$ cat src/rtl/shared_timer_arbiter.sv
// Round-robin sharing of one down-counting interval timer between NREQ requesters.
// Optional SHARED_TIMER_STATS_EN adds a saturating done_total counter output.
module shared_timer_arbiter #(
   parameter int WIDTH = 4,
   parameter int NREQ  = 4
) (
   input  logic                  clock,
   input  logic                  reset,
   input  logic [NREQ-1:0]       req,
   input  logic [NREQ*WIDTH-1:0] len_in,
   output logic [NREQ-1:0]       gnt,
   output logic [NREQ-1:0]       done,
   output logic [WIDTH-1:0]      count,
   output logic                  busy
`ifdef SHARED_TIMER_STATS_EN
   ,
   output logic [7:0]            done_total
`endif
);

   localparam int PW = (NREQ > 1) ? $clog2(NREQ) : 1;

   typedef enum logic [1:0] {IDLE, COUNT, DONE} state_t;

   state_t            state_q, state_d;
   logic [NREQ-1:0]   gnt_q, gnt_d;
   logic [WIDTH-1:0]  cnt_q, cnt_d;
   logic [PW-1:0]     ptr_q, ptr_d;
   logic [PW-1:0]     win_q, win_d;
   logic [PW:0]       arb;
   logic [PW-1:0]     win_nxt;
   logic [WIDTH-1:0]  arb_len;

   // Returns {found, index}; lower offsets from p overwrite higher ones, so the first hit wins.
   function automatic logic [PW:0] rr_pick(input logic [NREQ-1:0] r, input logic [PW-1:0] p);
      logic [PW:0] j;
      logic [PW:0] res;
      res = '0;
      for (int i = NREQ - 1; i >= 0; i--) begin
         j = {1'b0, p} + (PW+1)'(i);
         if (j >= (PW+1)'(NREQ)) j = j - (PW+1)'(NREQ);
         if (r[j[PW-1:0]]) res = {1'b1, j[PW-1:0]};
      end
      return res;
   endfunction

   assign arb     = rr_pick(req, ptr_q);
   assign arb_len = len_in[arb[PW-1:0]*WIDTH +: WIDTH];
   assign win_nxt = (win_q == PW'(NREQ - 1)) ? '0 : win_q + 1'b1;

   always_ff @(posedge clock) begin
      if (reset) begin
         state_q <= IDLE;
         gnt_q   <= '0;
         cnt_q   <= '0;
         ptr_q   <= '0;
         win_q   <= '0;
      end else begin
         state_q <= state_d;
         gnt_q   <= gnt_d;
         cnt_q   <= cnt_d;
         ptr_q   <= ptr_d;
         win_q   <= win_d;
      end
   end

   always_comb begin
      state_d = state_q;
      gnt_d   = gnt_q;
      cnt_d   = cnt_q;
      ptr_d   = ptr_q;
      win_d   = win_q;
      unique case (state_q)
         IDLE: begin
            if (arb[PW]) begin
               win_d   = arb[PW-1:0];
               gnt_d   = {{(NREQ-1){1'b0}}, 1'b1} << arb[PW-1:0];
               cnt_d   = arb_len;
               state_d = (arb_len == '0) ? DONE : COUNT;
            end
         end
         COUNT: begin
            // Dropping the request abandons the interval silently; the winner still loses priority.
            if (!req[win_q]) begin
               state_d = IDLE;
               gnt_d   = '0;
               cnt_d   = '0;
               ptr_d   = win_nxt;
            end else if (cnt_q <= WIDTH'(1)) begin
               state_d = DONE;
               cnt_d   = '0;
            end else begin
               cnt_d = cnt_q - 1'b1;
            end
         end
         DONE: begin
            state_d = IDLE;
            gnt_d   = '0;
            cnt_d   = '0;
            ptr_d   = win_nxt;
         end
         default: begin
            state_d = IDLE;
            gnt_d   = '0;
            cnt_d   = '0;
         end
      endcase
   end

   always_comb begin
      gnt   = gnt_q;
      count = cnt_q;
      busy  = (state_q != IDLE);
      done  = (state_q == DONE) ? gnt_q : '0;
   end

`ifdef SHARED_TIMER_STATS_EN
   logic [7:0] tot_q, tot_d;

   always_comb begin
      tot_d = tot_q;
      if (state_q == DONE && tot_q != 8'hFF) tot_d = tot_q + 8'd1;
   end

   always_ff @(posedge clock) begin
      if (reset) tot_q <= '0;
      else       tot_q <= tot_d;
   end

   assign done_total = tot_q;
`endif

endmodule

$ cat config.mk
export PLATFORM = sky130hd
export DESIGN_NAME = shared_timer_arbiter
export DESIGN_NICKNAME = d
export VERILOG_FILES = /design/src/rtl/shared_timer_arbiter.sv
export SDC_FILE = /design/constraint.sdc
export NUM_CORES = 1
export LEC_CHECK = 0
export CAP_MARGIN = 20
export CORE_MARGIN = 5
export CORE_UTILIZATION = 44
export CTS_CLUSTER_SIZE = 16
export DETAILED_ROUTE_END_ITERATION = 16
export PLACE_DENSITY = 0.87
export REMOVE_ABC_BUFFERS = 1
export SYNTH_ARGS = -nofsm -noshare
export SYNTH_HDL_FRONTEND = slang
export SYNTH_SLANG_ARGS = --single-unit
$ cat constraint.sdc
create_clock -name clock -period 2.4 [get_ports clock]
set_clock_uncertainty 0.05 [all_clocks]
set_input_delay 0.36 -clock clock [delete_from_list [all_inputs] [get_ports clock]]
set_output_delay 0.36 -clock clock [all_outputs]
set_load 0.02 [all_outputs]
After elaboration in Yosys (flattened, before gate mapping)
Cells that the tools add are included.

Equal/unequal tests: 6. Multiplexer cells: 34. Shifts and indexed selects: 2. Reduce and logical (&&, ||, !) cells: 8. Magnitude comparators: 10. Add/sub/neg operators: 9.

Operator list (count): $mux 4 (6); $mux 2 (10); $pmux 4 s2 (2); $shiftx 16x5->4 (1); $lt 2x3->1 const B (5); $mux 3 (4); $bmux 1 s2 (5); $ge 3x3->1 const B (3); $pmux 2 s2 (2); $reduce_and 2->1 (4); $sub 2x1->2 const B (4); $add 2x2->3 const B (2); $mux 1 (5); $eq 2x2->1 const B (2); $le 4x1->1 const B (1); $logic_not 4->1 (1); $ne 2x2->1 const B (2); $reduce_bool 2->1 (2); $shl 1x2->4 const A (1); $sub 4x1->4 const B (1); $add 2x1->3 const B (1); $ge 2x3->1 const B (1); $ne 3x3->1 const B (1); $add 2x1->2 const B (1); 2 further kinds (2).

Word-level logic and storage cells: 74. Bits in registers: 14. Bits of input ports: 22. Output and inout bits: 13.

Longest topological paths before layout
Word-level depth: 14. Depth in mapped cells: 8. Mapped depth without buffers: 7.

Least setup slack after synthesis
No wires, ideal clock.

Kind: register to register. From: register cnt_q[0], in the netlist count[0]. To: register cnt_q[2], in the netlist count[2]. Cell stages (with the launch flop): 7. Data required time: 2.275 ns. Setup slack: 0.364 ns. Arrival time: 1.911 ns. Library setup time: 0.075 ns. Path buffers: 0. Period minus slack after synthesis: 2.036 ns. Path through: dfxtp_1 > inv_1 > ha_1 > o21ai_0 > nand4b_2 > or4b_2 > a31oi_1.

Cells in the longest elaborated chain, start to end: 4. Elaborated cells on any way between the ends: 5. Those cells by class: add/sub (1); order compare (1); mux (3).

Ends and longest elaborated chain: start: declaration (line 27) `logic [WIDTH-1:0] cnt_q, cnt_d;`; start signal: assignment (line 61) `cnt_q <= cnt_d;`; $sub 4x1->4 or $le 4x1->1 (tied branches) (line 93, 89); $mux 4 (*) (line 89) `end else if (cnt_q <= WIDTH'(1)) begin`; $mux 4 (*) (line 84) `if (!req[win_q]) begin`; $pmux 4 s2 (*) (line 73) `unique case (state_q)`.

Every way passes the cells marked *; elsewhere a longest branch is shown, timed or not. A chain may end at the register's enable or synchronous reset.

Worst setup path after layout
From: register state_q[1]. To: output port done[0].

Cells in the longest elaborated chain, start to end: 2.

Ends and longest elaborated chain: start: declaration (line 25) `state_t state_q, state_d;`; start signal: assignment (line 59) `state_q <= state_d;`; $eq 2x2->1 (line 114) `done = (state_q == DONE) ? gnt_q : '0;`; $mux 4 (line 114); end: declaration (line 12) `output logic [NREQ-1:0] done,`.

Every way passes these cells.

==> summary.txt <==
Reg2reg setup slack -> 340 ps
Fin. Hold Viols -> 0
Global route overflow -> 0
Post-synthesis compound-gate area fraction -> 0.2008
Fillers -> 180
Die ar. -> 3250 sq um
Clock slew at reported path FFs -> 70 ps
DRC violations left -> 0
Hold Buf Count CTS -> 0
Relative slew slack -> 0.6459
Num CTS Buffers -> 3
Fin crit period -> 2199 ps
Synthesized area -> 972.2 sq um
Number of vias in the routed layout -> 977
Initial antenna violation count -> 0
Worst-margin pin slew -> 529.3 ps
CP arrival -> 1790 ps
Hold Path Class -> register to register
Total of max-cap violations -> 0
RePlAce Congestion -> 0.9246
Max Freq -> 454.8 MHz
Crit-path cells -> nor2b_1 -> and2_1 -> clkdlybuf4s50_1
Status -> finished clean
Vias in the first global route -> 976
Wirelength per Cell -> 14.92 um
Area share of xor/xnor cells in the synthesized design -> 0.009009
Critical path class -> register to primary output
Worst setup EP type -> primary output
Worst Setup EP -> done[0]
Largest net degree at the start of global routing -> 14
Cells after DPL -> 175
Main combinational cell family by area after synthesis -> simple AND/OR/NAND/NOR gates
RSZ-0062 raised after global routing -> false
TritonCTS clock tree -> built
Vert. Die Dim -> 57.01 um
Mean area per synthesized cell -> 8.680 sq um
Slowest cell on crit path -> clkdlybuf4s50_1
Endpoints failing setup -> 0
Clk_lat worst skew -> 290 ps
H-tree depth -> 1
Core ar. -> 2170 sq um
Reg2Reg Depth -> 6
Total negative slack -> 0 ps
IO Pins -> 35
Reg2reg start -> count[0]
Total track usage -> 0.1671
Fraction of layout instances using a drive strength above 1 -> 0.1200
Fin cells -> 178
Post-synth top flop -> dfxtp_1
Final Cycle Share -> 0.9161
Critical R2R Capture -> count[2]
Synth unique cells -> 35
Final Util -> 0.6321
Final ANT Viol Nets -> 0
Sequential area share after synthesis -> 0.2883
Warnings from Yosys -> 0
Clock buffer depth -> 2
Worst Path Required -> 1990 ps
Crit path buffers/inverters -> 1
PwrDens -> 744.7 nW/um^2
Root Buffer -> clkbuf_4
FP Rows -> 17
Post-synthesis adder-cell area fraction -> 0.03861
Initial Utilization -> 0.4481
Area Growth Syn to Fin -> 41.06%
DR vias/cell -> 5.489
Maximum fanout along the worst path -> 7
CP Launch Type -> register
Total chip power -> 1021 uW
DP HPWL -> 2133 um
Async S/R FF share, synth -> 0
CP startpoint -> state_q[1]
Post-CTS Resized -> 0
EDFF count, synth -> 0
Port bufs -> 34
# Post-CTS Setup Buffers -> 0
Worst IR Drop VDD -> 473.0 uV
Diodes inserted -> 0
First drt pass iteration count -> 4
Nets@finish -> 177
Post-Synthesis Cells -> 112
Slew Limit Fails -> 0
DRT Wirelength -> 2656 um
Iter 0 DRT Violations -> 30
Simple-gate share of the synthesized area -> 0.2124
Pre-CTS setup slack -> -53.78 ps
Delay-heaviest family, CP -> buffers and inverters
Die Width -> 57.01 um
Mux contribution to synthesized area -> 0.1828
CTS sink cnt -> 14
Fin worst setup slack -> 201.4 ps
First-pass GRT wire length -> 4381 um
Critical path depth -> 3
Crit-path max cell delay -> 610 ps
Yosys reg bits -> 14
Pleak -> 0.0005444 uW
## Yosys cell counts, types with 2 or more instances
master	instances	area [sq um]
nor2_1	19	71.32
dfxtp_1	14	280.3
mux2i_1	11	110.1
inv_1	10	37.54
a21oi_1	8	40.04
and2_1	4	25.02
mux2_2	4	45.04
o22ai_1	4	25.02
ha_1	3	37.54
nand2b_1	3	18.77
nor4_1	3	18.77
a32o_1	2	20.02
a32oi_1	2	17.52
nand3_1	2	10.01
nor3_1	2	10.01
o21ai_0	2	10.01
## area by class of cell
| class | instances | area (sq um) | area share |
|---|---|---|---|
| Multi-Input combinational cell | 85 | 625.6 | 0.4562 |
| Timing Repair Buffer | 38 | 370.4 | 0.2701 |
| Inverter | 10 | 37.54 | 0.02737 |
| Tap cell | 28 | 35.03 | 0.02555 |
| Clock buffer | 3 | 22.52 | 0.01642 |
| Sequential cell | 14 | 280.3 | 0.2044 |
## worst reg2reg max path, cell delays in order, from the launching register on
cell      delay, ps
dfxtp_1         420
inv_1            70
ha_1            220
o21ai_0         260
nand4b_2        170
or4b_2          630
a31oi_1         170
## state kept, by name, indices dropped and copies added, names as in the netlist
| register | cells |
|---|---|
| count | 4 |
| gnt | 4 |
| ptr_q | 2 |
| state_q | 2 |
| win_q | 2 |
## how the worst min path moves through the flow
| stage | endpoint | slack [ps] | depth (start not counted) | start |
|---|---|---|---|---|
| final | count[3] | 470 | 2 | count[3] |
| after global routing | count[3] | 510 | 2 | count[3] |
| after CTS | count[3] | 470 | 2 | count[3] |
| after detailed placement | gnt[3] | 460 | 2 | gnt[3] |
| after global placement | gnt[2] | 430 | 2 | gnt[2] |
| after floorplan | count[2] | 380 | 1 | reset |
## cell families (layout without fill, tap and decap cells)
logic type,Yosys count,in the layout
AOI/OAI and AO/OA,26,26
muxes,16,16
DFF,14,14
adders and majority gates,3,3
and+or+nand+nor,39,39
buffers and inverters,13,51
xor gates and xnor gates,1,1
## routing by layer
metal | vias to the layer above | GRT usage | part of all wire
met5 | - | 0 | 0
met4 | 0 | 0.07947 | 0.020
met3 | 6 | 0.02489 | 0.053
met2 | 39 | 0.3051 | 0.49
met1 | 449 | 0.1884 | 0.44
li1 | 483 | - | -
## where the power goes
part           total (uW)  switching, uW  internal (uW)
logic                 537            267            270
clock network         135           76.9           58.4
registers             348           65.9            282
## stage by stage
| step | hold WS, ps | instance area, sq um |
|---|---|---|
| after floorplan | 379.4 | 943.4 |
| after global placement | 431.5 | 1349 |
| after detailed placement | 455.6 | 1349 |
| after CTS | 468.5 | 1371 |
| after global routing | 506.9 | 1371 |
| final | 467.0 | 1371 |
## cells in the final DEF (no fill, tap or decap), types with 4 or more instances in the layout
| master | synthesis | routed |
|---|---|---|
| nor2_1 | 19 | 19 |
| mux2i_1 | 11 | 11 |
| buf_4 | 0 | 4 |
| o22ai_1 | 4 | 4 |
| and2_1 | 4 | 4 |
| mux2_2 | 4 | 4 |
| inv_1 | 10 | 10 |
| a21oi_1 | 8 | 8 |
| clkdlybuf4s50_1 | 0 | 34 |
| dfxtp_1 | 14 | 14 |
Note: power is estimated with default switching activity, not from simulation.
